**config.mk**
```make
export PLATFORM = sky130hd
export DESIGN_NAME = time_display_driver
export DESIGN_NICKNAME = d
export VERILOG_FILES = /design/src/rtl/display_pkg.sv /design/src/rtl/bin2bcd_seq.sv /design/src/rtl/time_display_driver.sv
export SDC_FILE = /design/constraint.sdc
export NUM_CORES = 1
export LEC_CHECK = 0
export CAP_MARGIN = 5
export CORE_ASPECT_RATIO = 2
export CORE_MARGIN = 3
export CORE_UTILIZATION = 55
export CTS_CLUSTER_DIAMETER = 60
export DETAILED_ROUTE_END_ITERATION = 10
export PLACE_DENSITY = 0.76
export REMOVE_ABC_BUFFERS = 1
export SYNTH_ARGS = -nofsm -noshare
export SYNTH_HDL_FRONTEND = slang
export SYNTH_SLANG_ARGS = --single-unit
```
**constraint.sdc**
```tcl
create_clock -name clk -period 4.1 [get_ports clk]
set_clock_uncertainty 0.1 [all_clocks]
set_input_delay 0.82 -clock clk [delete_from_list [all_inputs] [get_ports clk]]
set_output_delay 0.82 -clock clk [all_outputs]
set_load 0.01 [all_outputs]
```
**src/rtl/display_pkg.sv**
```systemverilog
// Shared types and constants for the time display driver: conversion FSM states
// and the active-low seven-segment decode table.
package display_pkg;

    typedef enum logic [1:0] {
        IDLE,
        SHIFT,
        COMMIT
    } conv_state_t;

    localparam logic [6:0] SEG_BLANK = 7'h7F;

    // {g,f,e,d,c,b,a}, active-low; codes above 9 stay dark
    localparam logic [6:0] SEG_LUT [0:15] = '{
        7'h40, 7'h79, 7'h24, 7'h30, 7'h19, 7'h12, 7'h02, 7'h78,
        7'h00, 7'h10, 7'h7F, 7'h7F, 7'h7F, 7'h7F, 7'h7F, 7'h7F
    };

endpackage

```
**src/rtl/bin2bcd_seq.sv**
```systemverilog
// Sequential double-dabble converter: one shift per cycle, result committed in one step
// so bcd never shows a partially converted value.
module bin2bcd_seq
    import display_pkg::*;
#(
    parameter int IN_W   = 24,
    parameter int DIGITS = 8
) (
    input  logic                  clk,
    input  logic                  rst_n,
    input  logic                  start,
    input  logic [IN_W-1:0]       bin,
    output logic                  busy,
    output logic                  done,
    output logic [4*DIGITS-1:0]   bcd
);
    localparam int CNT_W = $clog2(IN_W);

    conv_state_t           state_q, state_d;
    logic [IN_W-1:0]       bin_q, bin_d;
    logic [4*DIGITS-1:0]   scr_q, scr_d;
    logic [4*DIGITS-1:0]   bcd_q, bcd_d;
    logic [CNT_W-1:0]      cnt_q, cnt_d;
    logic                  busy_q, busy_d;
    logic                  done_q, done_d;
    logic [4*DIGITS-1:0]   adj;

    always_comb begin
        state_d = state_q;
        bin_d   = bin_q;
        scr_d   = scr_q;
        bcd_d   = bcd_q;
        cnt_d   = cnt_q;
        busy_d  = busy_q;
        done_d  = 1'b0;
        adj     = scr_q;
        for (int i = 0; i < DIGITS; i++) begin
            if (scr_q[4*i +: 4] >= 4'd5)
                adj[4*i +: 4] = scr_q[4*i +: 4] + 4'd3;
        end
        case (state_q)
            IDLE: begin
                if (start) begin
                    bin_d   = bin;
                    scr_d   = '0;
                    cnt_d   = '0;
                    busy_d  = 1'b1;
                    state_d = SHIFT;
                end
            end
            SHIFT: begin
                {scr_d, bin_d} = {adj[4*DIGITS-2:0], bin_q, 1'b0};
                cnt_d = cnt_q + 1'b1;
                if (cnt_q == CNT_W'(IN_W - 1))
                    state_d = COMMIT;
            end
            COMMIT: begin
                bcd_d   = scr_q;
                busy_d  = 1'b0;
                done_d  = 1'b1;
                state_d = IDLE;
            end
            default: state_d = IDLE;
        endcase
    end

    always_ff @(posedge clk or negedge rst_n) begin
        if (!rst_n) begin
            state_q <= IDLE;
            bin_q   <= '0;
            scr_q   <= '0;
            bcd_q   <= '0;
            cnt_q   <= '0;
            busy_q  <= 1'b0;
            done_q  <= 1'b0;
        end else begin
            state_q <= state_d;
            bin_q   <= bin_d;
            scr_q   <= scr_d;
            bcd_q   <= bcd_d;
            cnt_q   <= cnt_d;
            busy_q  <= busy_d;
            done_q  <= done_d;
        end
    end

    assign busy = busy_q;
    assign done = done_q;
    assign bcd  = bcd_q;

endmodule

```
**src/rtl/time_display_driver.sv**
```systemverilog
// Binary clock value -> BCD -> multiplexed 8-digit seven-segment display.
// Conversion and digit scanning run independently of each other.
module time_display_driver
    import display_pkg::*;
#(
    parameter int          SCAN_TICKS  = 100_000,
    parameter int          BLANK_UPPER = 1,
    parameter logic [7:0]  DP_MASK     = 8'h14
) (
    input  logic        clk,
    input  logic        rst_n,
    input  logic [23:0] number,
    output logic [7:0]  an,
    output logic [6:0]  seg,
    output logic        dp,
    output logic [31:0] bcd,
    output logic        conv_busy
);
    localparam int TICK_W = $clog2(SCAN_TICKS);

    logic [23:0]       last_q, last_d;
    logic [31:0]       bcd_q, bcd_d;
    logic [TICK_W-1:0] tick_q, tick_d;
    logic [2:0]        idx_q, idx_d;
    logic [7:0]        an_q, an_d;
    logic [6:0]        seg_q, seg_d;
    logic              dp_q, dp_d;
    logic              start, wrap;
    logic              busy, done;
    logic [31:0]       conv_bcd;
    logic [3:0]        nib;

    bin2bcd_seq #(.IN_W(24), .DIGITS(8)) u_conv (
        .clk   (clk),
        .rst_n (rst_n),
        .start (start),
        .bin   (number),
        .busy  (busy),
        .done  (done),
        .bcd   (conv_bcd)
    );

    always_comb begin
        // only start when the converter can accept, so last_q tracks what was really captured
        start  = (number != last_q) && !busy;
        last_d = start ? number : last_q;
        bcd_d  = done ? conv_bcd : bcd_q;

        wrap   = (tick_q == TICK_W'(SCAN_TICKS - 1));
        tick_d = wrap ? '0 : tick_q + 1'b1;
        idx_d  = wrap ? idx_q + 3'd1 : idx_q;

        nib    = bcd_q[4*idx_q +: 4];
        an_d   = ~(8'b1 << idx_q);
        seg_d  = SEG_LUT[nib];
        dp_d   = ~DP_MASK[idx_q];
        if (BLANK_UPPER != 0 && idx_q >= 3'd6) begin
            seg_d = SEG_BLANK;
            dp_d  = 1'b1;
        end
    end

    always_ff @(posedge clk or negedge rst_n) begin
        if (!rst_n) begin
            last_q <= '0;
            bcd_q  <= '0;
            tick_q <= '0;
            idx_q  <= '0;
            an_q   <= 8'hFF;
            seg_q  <= SEG_BLANK;
            dp_q   <= 1'b1;
        end else begin
            last_q <= last_d;
            bcd_q  <= bcd_d;
            tick_q <= tick_d;
            idx_q  <= idx_d;
            an_q   <= an_d;
            seg_q  <= seg_d;
            dp_q   <= dp_d;
        end
    end

    assign an        = an_q;
    assign seg       = seg_q;
    assign dp        = dp_q;
    assign bcd       = bcd_q;
    assign conv_busy = busy;

endmodule

```
==> results of run 1 <==
routing by layer:
metal / part of all wire [%] / GRT usage (%) / vias up / wire (um)
met3: 3.2 / 3.84 / 29 / 563
met1: 38 / 25.2 / 2972 / 6770
met2: 55 / 38.9 / 127 / 9720
li1: - / - / 2774 / -
met4: 3.2 / 9.14 / 0 / 562
met5: 0 / 0 / - / 0
kinds of logic (layout without fill, tap and decap cells):
| group | Yosys count | after routing |
|---|---|---|
| multiplexers | 94 | 94 |
| flip-flops | 189 | 189 |
| AO/OA/AOI/OAI | 121 | 121 |
| XOR/XNOR | 57 | 57 |
| buffers and inverters | 81 | 163 |
| AND/OR/NAND/NOR | 200 | 200 |
| adder cells (fa/ha/maj) | 29 | 29 |
power by group through the flow:
stage                     registers [mW]  clock network (mW)  logic (mW)
after floorplan                     2.81                   0        1.57
after global placement              2.83                   0        2.24
after detailed placement            2.87                   0        2.35
after CTS                           2.84                1.63        2.36
after global routing                2.91                1.72        2.61
final                               2.84                1.61        2.33
worst max-delay path, stage by stage:
cell             delay, ns
clkdlybuf4s50_1       0.53
xnor2_1               0.13
nand4_1               0.25
nor4_4                0.43
a221oi_4              0.10
buf_4                 0.30
buf_4                 0.27
o22ai_1               0.17
path summary, 6_finish.rpt:
path / from / to / slack (ns) / cells past startpoint
worst max-delay path: number[22] / u_conv.scr_q[25] / 1.31 / 8
worst min-delay path: rst_n / bcd[29] / 0.27 / 1
worst max register to register: idx_q[0] / seg[3] / 1.47 / 6
worst min register to register: u_conv.bcd[14] / u_conv.bcd[14] / 0.38 / 2
max in group asynchronous: rst_n / u_conv.scr_q[6] / 2.72 / 2
min in group clk: u_conv.bcd[14] / u_conv.bcd[14] / 0.38 / 2
state kept, by name, summed over array words and instances (netlist names):
signal / flops
bcd: 32
u_conv.bcd: 32
u_conv.scr_q: 32
last_q: 24
u_conv.bin_q: 24
tick_q: 17
an: 8
seg: 7
u_conv.cnt_q: 5
idx_q: 3
u_conv.state_q: 2
dp: 1
u_conv.busy: 1
u_conv.done: 1
cells in the final DEF (no fill, tap or decap), types with 17 or more instances in the layout:
cell type        synthesis  final
a21oi_1                 22     22
clkbuf_16                0     17
clkdlybuf4s50_1          0     73
dfrtp_1                173    173
ha_1                    29     29
inv_1                   48     48
mux2_1                  19     19
mux2_2                  59     59
nand2_1                120    120
nor2_1                  30     29
o21ai_0                 54     54
o22ai_1                 17     17
xnor2_1                 52     52
metrics by stage:
stage          hold WS, ns  area [um^2]  utilization [%]
6_report             0.274        10300             66.3
5_1_grt              0.342        10300             66.3
4_1_cts              0.314        10300             66.3
3_5_place_dp         0.366         9680             62.6
3_3_place_gp         0.358         9680             62.6
2_1_floorplan        0.344         8610                -
area by class of cell:
cell class	count	share of cell area [%]
Sequential cell	189	46.3
Clock inverter	14	1.32
Timing Repair Buffer	82	7.95
Inverter	49	1.79
Multi-Input combinational cell	501	35.9
Tap cell	198	2.42
Clock buffer	18	4.28
==> results.txt, run 1 <==
Status = complete, no violations
Crit path max fanout = 43
Number of buffers added on ports = 74
Pleak = 4.57 nW
Core ar. = 0.0155 mm^2
Die area = 0.0176 mm^2
Clk Latency, worst-skew pair = 0.43 ns
Clock Path Buffers = 2
Mapped Area = 0.00878 mm^2
DRT Pass-1 Iters = 4
Routed WL per cell = 16.8 um
Yosys top cell area share = 49.3%
Hold Path Class = in -> async
Drt via density = 5.62
Worst Setup End Kind = flip-flop
Slew Limit Fails = 0
Synth area leaders = dfrtp_1, mux2_2, xnor2_1
First-pass GRT wire length = 29900 um
Crit path time final = 2.79 ns
Tot Pwr = 6.77 mW
Sequential power share = 41.9%
Critical path arrival = 3.02 ns
Adder-cell share of the synthesized area = 4.13%
Ant diodes = 0
First DRT Iteration DRCs = 318
Antenna Violating Nets Remaining = 0
CTS tree = yes
WS Path Type = in -> reg
Global-route usage over all layers = 21.8%
Number of synthesized flops with an enable pin = 0
Routed WL = 17600 um
CTS H-Tree Depth = 4
Share of cells above drive strength 1 = 15.5%
Post-Synthesis Cells = 771
Register bit total from synthesis = 189
Starting Density = 56.8%
Mux contribution to synthesized area = 13.6%
P&R area growth vs syn = 16.7%
# DRC = 0
Sequential-to-total area share from yosys stat = 54.1%
Max VDD drop = 404 uV
RSZ-0062 raised after global routing = no
Max Clock Freq = 0.358 GHz
GP Congestion = 0.850
CTS root buffer = clkbuf_16
DP Wirelength = 12800 um
Final hold vios = 0
Power Internal = 4.44 mW
Multi-input logic area = 0.00368 mm^2
Nets = 895
Final Non-Filler Cells = 1051
Area taken by flip-flops and latches = 0.00475 mm^2
Cells after DPL = 1019
Top FF cell, synth = dfrtp_1
Post-cts resize count = 0
Required time worst endpoint = 4.33 ns
Cell variety after synth = 47
Fillcell total = 1190
Setup tns final = 0 ns
CTS Hold Bufs = 0
Gr ovfl total = 0
Commonest cells in the synthesized netlist = dfrtp_1, nand2_1, mux2_2, o21ai_0, xnor2_1
Largest family of logic cells by synthesized area = multiplexers
Setup crit start kind = input pin
Net Switching = 2.34 mW
Power Density = 661 mW/mm^2
Initial antenna violation count = 0
Finish-stage setup viols = 0
Yosys top cell by area = dfrtp_1
Synth Warn # = 0
Tcrit/Tclk final = 68.1%
Clk slew on worst S/H paths = 0.07 ns
Post-synthesis xor/xnor area fraction = 5.69%
Combinational group share of total power = 34.4%
Post-Place Worst Slack = 0.821 ns
Max-cap viol count = 0
Worst slew margin = 13.1%
Worst-margin pin slew = 1.30 ns
Simple-gate area share of the yosys netlist = 10.3%
CTS Buf Count = 17
Pin count of the biggest net entering global routing = 75
Post-route setup slack = 1.31 ns
Via count = 5902
Num rows = 64
Post-CTS Setup Bufs = 0
Vias in the first global route = 6082
Sw Share = 34.5%
Die X = 95.3 um
Clk pwr share = 23.7%
Die H = 185 um
Mean Syn Cell Area = 11.4 um^2
Clock sink total = 189
Synth Area in Compound Gates = 8.14%
Top-count cell post-synth = dfrtp_1
Post-synth ARST share = 100%
Num ports = 75
Power figures use the tool's default switching activity.
==> inputs of run 2 (changes only) <==
==> constraint.sdc (replaced) <==
create_clock -name clk -period 2.7 [get_ports clk]
set_clock_uncertainty 0.1 [all_clocks]
set_input_delay 0.54 -clock clk [delete_from_list [all_inputs] [get_ports clk]]
set_output_delay 0.54 -clock clk [all_outputs]
set_load 0.01 [all_outputs]
==> results.txt, run 2 (synthesis results as in run 1) <==
Crit path time final = 2.55 ns
Post-route setup slack = 0.147 ns (-1.16 ns)
DP Wirelength = 13200 um (+3.2%)
Share of cells above drive strength 1 = 17.2% (+1.7 points)
# DRC = 0 (unchanged)
Power Density = 1000 mW/mm^2 (+51%)
Clock Path Buffers = 2 (unchanged)
GP Congestion = 0.805 (-5.4%)
Vias in the first global route = 6337 (+4.2%)
Die area = 0.0176 mm^2 (unchanged)
Die H = 185 um (unchanged)
Tot Pwr = 10.5 mW (+55%)
RSZ-0062 raised after global routing = no
Max-cap viol count = 0 (unchanged)
Number of buffers added on ports = 74 (unchanged)
Hold Path Class = reg -> reg
Clk slew on worst S/H paths = 0.07 ns (about the same)
Global-route usage over all layers = 21.9% (+0.10 points)
CTS Buf Count = 17 (unchanged)
Core ar. = 0.0155 mm^2 (unchanged)
Slew Limit Fails = 0 (unchanged)
Status = complete, no violations
Num ports = 75 (unchanged)
Via count = 5992 (+1.5%)
Worst Path Buf+Inv = 0 (-3)
Worst slew margin = 60.7% (+48 points)
DRT Pass-1 Iters = 4 (unchanged)
Cell family with most CP delay = multiplexers
CTS H-Tree Depth = 4 (unchanged)
Critical Path Slowest Stage Cell = dfrtp_1
Clock sink total = 189 (unchanged)
Nets = 914 (+2.1%)
Routed WL = 18000 um (+1.9%)
Drt via density = 5.60 (-0.28%)
Finish-stage setup viols = 0 (unchanged)
Setup crit start kind = flip-flop
Max Clock Freq = 0.392 GHz
Antenna Violating Nets Remaining = 0 (unchanged)
Most frequent cells in the layout = dfrtp_1, nand2_1, clkdlybuf4s50_1
Tcrit/Tclk final = 94.5%
Worst path cell trace = mux4_2, mux2i_1, ha_1, nor2_1, a21oi_1, o21ai_1
Post-Place Worst Slack = -0.0857 ns (-0.906 ns)
Post-cts resize count = 0 (unchanged)
Max VDD drop = 525 uV (+30%)
Pleak = 4.69 nW (+2.7%)
Worst Setup End Kind = flip-flop
P&R area growth vs syn = 19.3%
Final hold vios = 0 (unchanged)
Required time worst endpoint = 2.96 ns (-1.37 ns)
Routed WL per cell = 16.8 um (+0.11%)
CTS tree = yes
Worst-margin pin slew = 0.590 ns (-0.714 ns)
Pin count of the biggest net entering global routing = 57 (-24%)
Critical path arrival = 2.81 ns (-0.21 ns)
Crit path max fanout = 11 (-74%)
CTS root buffer = clkbuf_16
Clk Latency, worst-skew pair = 0.43 ns (about the same)
R2r setup slk = 0.15 ns (-1.32 ns)
Cells after DPL = 1037 (+1.8%)
Die X = 95.3 um (unchanged)
First DRT Iteration DRCs = 300 (-5.7%)
First-pass GRT wire length = 29800 um (-0.25%)
Ant diodes = 0 (unchanged)
Starting Density = 56.8% (unchanged)
CP max stage delay = 0.70 ns (+0.17 ns)
WS Path Type = reg -> reg
Num rows = 64 (unchanged)
Most common cell after layout, fill and taps aside = dfrtp_1
Gr ovfl total = 0 (unchanged)
Final Non-Filler Cells = 1070 (+1.8%)
Finished Core Util = 67.8% (+1.5 points)
Post-CTS Setup Bufs = 0 (unchanged)
Initial antenna violation count = 0 (unchanged)
-- run 2: cell count changes in the layout (fill, tap and decap cells not counted) --
cell / before / now
buf_12: 1 / 8
buf_4: 7 / 18
bufinv_16: 1 / 0
clkinv_2: 2 / 1
dlygate4sd3_1: 0 / 1
inv_6: 4 / 2
inv_8: 1 / 5
-- run 2: worst paths after layout --
path                          startpoint               end  cells after the start
max                             idx_q[0]            seg[3]                      6
max reg2reg                     idx_q[0]            seg[3]                      6
max in group asynchronous          rst_n            seg[1]                      3
min                        u_conv.bcd[1]     u_conv.bcd[1]                      2
min reg2reg                u_conv.bcd[1]     u_conv.bcd[1]                      2
min in group asynchronous          rst_n  u_conv.scr_q[31]                      2
-- run 2: repair_timing --
action	CTS	global route
setup endpoints to repair	0	0
hold endpoints to repair	44	0
hold buffers	1	0
-- run 2: layout make-up --
class                   count  area (um^2)
flip-flops and latches    189         4750
multi-input cells         501         3680
well taps                 198          248
clock buffers              18          439
repair buffers            101         1050
fillers                  1097         4980
clock inverters            14          128
inverters                  49          184
-- run 2: through the flow --
| stage | hold slack, ns | setup TNS [ns] | instance area, um^2 |
|---|---|---|---|
| 2_1_floorplan | 0.144 | -4.14 | 8610 |
| 6_report | 0.384 | 0 | 10500 |
| 5_1_grt | 0.409 | 0 | 10500 |
| 3_5_place_dp | 0.370 | -1.46 | 9900 |
| 4_1_cts | 0.389 | 0 | 10500 |
| 3_3_place_gp | 0.359 | -0.212 | 9900 |
-- run 2: where the power goes --
part | switching, mW | internal [mW]
logic | 1.91 | 1.86
registers | 0.594 | 3.73
clock network | 1.15 | 1.24
total | 3.65 | 6.83
-- run 2: worst min-delay path: stages, from the launching register on --
cell and delay (ns):
dfrtp_1 0.34, nand2_1 0.05, o21ai_0 0.06
-- run 2: metal layers --
layer	part of all wire [%]	routed length, um	track usage [%]
met3	3.3	587	4.21
met2	56	10000	40.6
met5	0	0	0
met4	3.4	616	10.8
met1	37	6710	22.9
==> inputs of run 3 (changes only) <==
--- a/config.mk
+++ b/config.mk
@@ -12,6 +12,7 @@
 export CTS_CLUSTER_DIAMETER = 60
 export DETAILED_ROUTE_END_ITERATION = 10
 export PLACE_DENSITY = 0.76
+export RECOVER_POWER = 100
 export REMOVE_ABC_BUFFERS = 1
 export SYNTH_ARGS = -nofsm -noshare
 export SYNTH_HDL_FRONTEND = slang
==> results.txt, run 3 (synthesis results as in run 1) <==
Share of cells above drive strength 1 = 15.9% (-1.3 points)
Die H = 185 um (unchanged)
Nets = 914 (unchanged)
Via count = 5999 (+0.12%)
P&R area growth vs syn = 18.0%
Required time worst endpoint = 2.96 ns (about the same)
WS Path Type = reg -> reg
Starting Density = 56.8% (unchanged)
Setup tns final = 0 ns (unchanged)
Gr ovfl total = 0 (unchanged)
CTS H-Tree Depth = 4 (unchanged)
Power Density = 995 mW/mm^2 (-0.51%)
Num ports = 75 (unchanged)
Crit path max fanout = 11 (unchanged)
CTS root buffer = clkbuf_16
Most frequent cells in the layout = dfrtp_1, nand2_1, mux2_2
Vias in the first global route = 6337 (unchanged)
DP Wirelength = 13200 um (unchanged)
Ant diodes = 0 (unchanged)
GP Congestion = 0.805 (unchanged)
Worst slew margin = 11.2% (-49 points)
Crit path time final = 2.55 ns (+0.000557 ns)
Fillcell total = 1123 (+2.4%)
Post-CTS Setup Bufs = 0 (unchanged)
Worst-margin pin slew = 1.33 ns (+0.742 ns)
Most common cell after layout, fill and taps aside = dfrtp_1
RSZ-0062 raised after global routing = no
Metal-1 WL = 6610 um (-1.5%)
Worst path cell trace = mux4_1, mux2i_1, ha_1, nor2_1, a21oi_1, o21ai_1
Finished Core Util = 67.0% (-0.75 points)
Max Clock Freq = 0.392 GHz (about the same)
Routed WL per cell = 16.8 um (-0.12%)
Finish-stage setup viols = 0 (unchanged)
Initial antenna violation count = 0 (unchanged)
First DRT Iteration DRCs = 298 (-0.67%)
Setup crit start kind = flip-flop
Status = complete, no violations
Die X = 95.3 um (unchanged)
Max VDD drop = 520 uV (-1.1%)
Drt via density = 5.61 (+0.12%)
Tcrit/Tclk final = 94.6% (about the same)
CTS tree = yes
First-pass GRT wire length = 29800 um (unchanged)
CTS Hold Bufs = 1 (unchanged)
CTS Buf Count = 17 (unchanged)
CP max stage delay = 0.69 ns (about the same)
Final hold vios = 0 (unchanged)
Max Used Layer = met4
Core ar. = 0.0155 mm^2 (unchanged)
Pin count of the biggest net entering global routing = 57 (unchanged)
Slew Limit Fails = 0 (unchanged)
Antenna Violating Nets Remaining = 0 (unchanged)
Number of buffers added on ports = 74 (unchanged)
Hold Path Class = reg -> reg
Critical path arrival = 2.82 ns (about the same)
Clock sink total = 189 (unchanged)
Die area = 0.0176 mm^2 (unchanged)
DR WL met2 = 10100 um (+0.72%)
Post-cts resize count = 0 (unchanged)
Met3 wire len = 588 um (+0.17%)
Clk slew on worst S/H paths = 0.07 ns (about the same)
Clock Path Buffers = 2 (unchanged)
Tot Pwr = 10.3 mW (-1.6%)
Critical Path Slowest Stage Cell = dfrtp_1
Num rows = 64 (unchanged)
Max-cap viol count = 0 (unchanged)
Routed WL = 17900 um (-0.12%)
# DRC = 0 (unchanged)
Global-route usage over all layers = 21.9% (unchanged)
Worst Setup End Kind = flip-flop
Clk Latency, worst-skew pair = 0.43 ns (about the same)
Pleak = 4.68 nW (-0.16%)
DRT Pass-1 Iters = 5 (+1)
==> run 3: area by class of cell <==
cell class / count / area, um^2 / share of cell area [%]
Multi-Input combinational cell: 501 / 3640 / 35.2
Clock buffer: 18 / 439 / 4.24
Inverter: 49 / 184 / 1.78
Timing Repair Buffer: 101 / 968 / 9.35
Clock inverter: 14 / 128 / 1.23
Sequential cell: 189 / 4750 / 45.8
Tap cell: 198 / 248 / 2.39
==> run 3: worst max-delay path, delay by kind of cell (launching register included) <==
kind | cells | cell delay, ns
simple gates | 1 | 0.11
fa+ha+maj | 1 | 0.34
mux | 2 | 1.02
compound gates | 2 | 0.21
flops | 1 | 0.69
==> run 3: through the flow <==
step	worst slack, ns	std cells	hold slack [ns]	cell area, um^2
2_1_floorplan	-0.192	739	0.144	8610
3_5_place_dp	-0.0857	1037	0.370	9900
6_report	0.147	1070	0.385	10400
3_3_place_gp	-0.0240	1037	0.359	9900
5_1_grt	0.0163	1070	0.409	10400
4_1_cts	0.158	1070	0.389	10500
==> run 3: final timing paths <==
kind,end,startpoint,cells past startpoint,slack (ns)
max,seg[3],idx_q[0],6,0.15
min,u_conv.bcd[1],u_conv.bcd[1],2,0.39
min reg2reg,u_conv.bcd[1],u_conv.bcd[1],2,0.39
max in group asynchronous,last_q[4],rst_n,3,0.37
min in group asynchronous,u_conv.scr_q[31],rst_n,2,0.84
max reg2reg,seg[3],idx_q[0],6,0.15
==> run 3: routing by layer <==
| layer | GRT usage [%] | up-vias |
|---|---|---|
| li1 | - | 2826 |
| met1 | 22.9 | 3012 |
| met2 | 40.6 | 127 |
| met3 | 4.21 | 34 |
| met4 | 10.8 | 0 |
| met5 | 0 | - |
==> run 3: power breakdown <==
group          leakage (nW)  internal, mW  total [mW]  switching, mW
Combinational          2.02          1.72        3.61           1.89
Sequential             2.39          3.73        4.31          0.582
Clock                 0.273          1.24        2.39           1.15
Total                  4.68          6.69        10.3           3.62
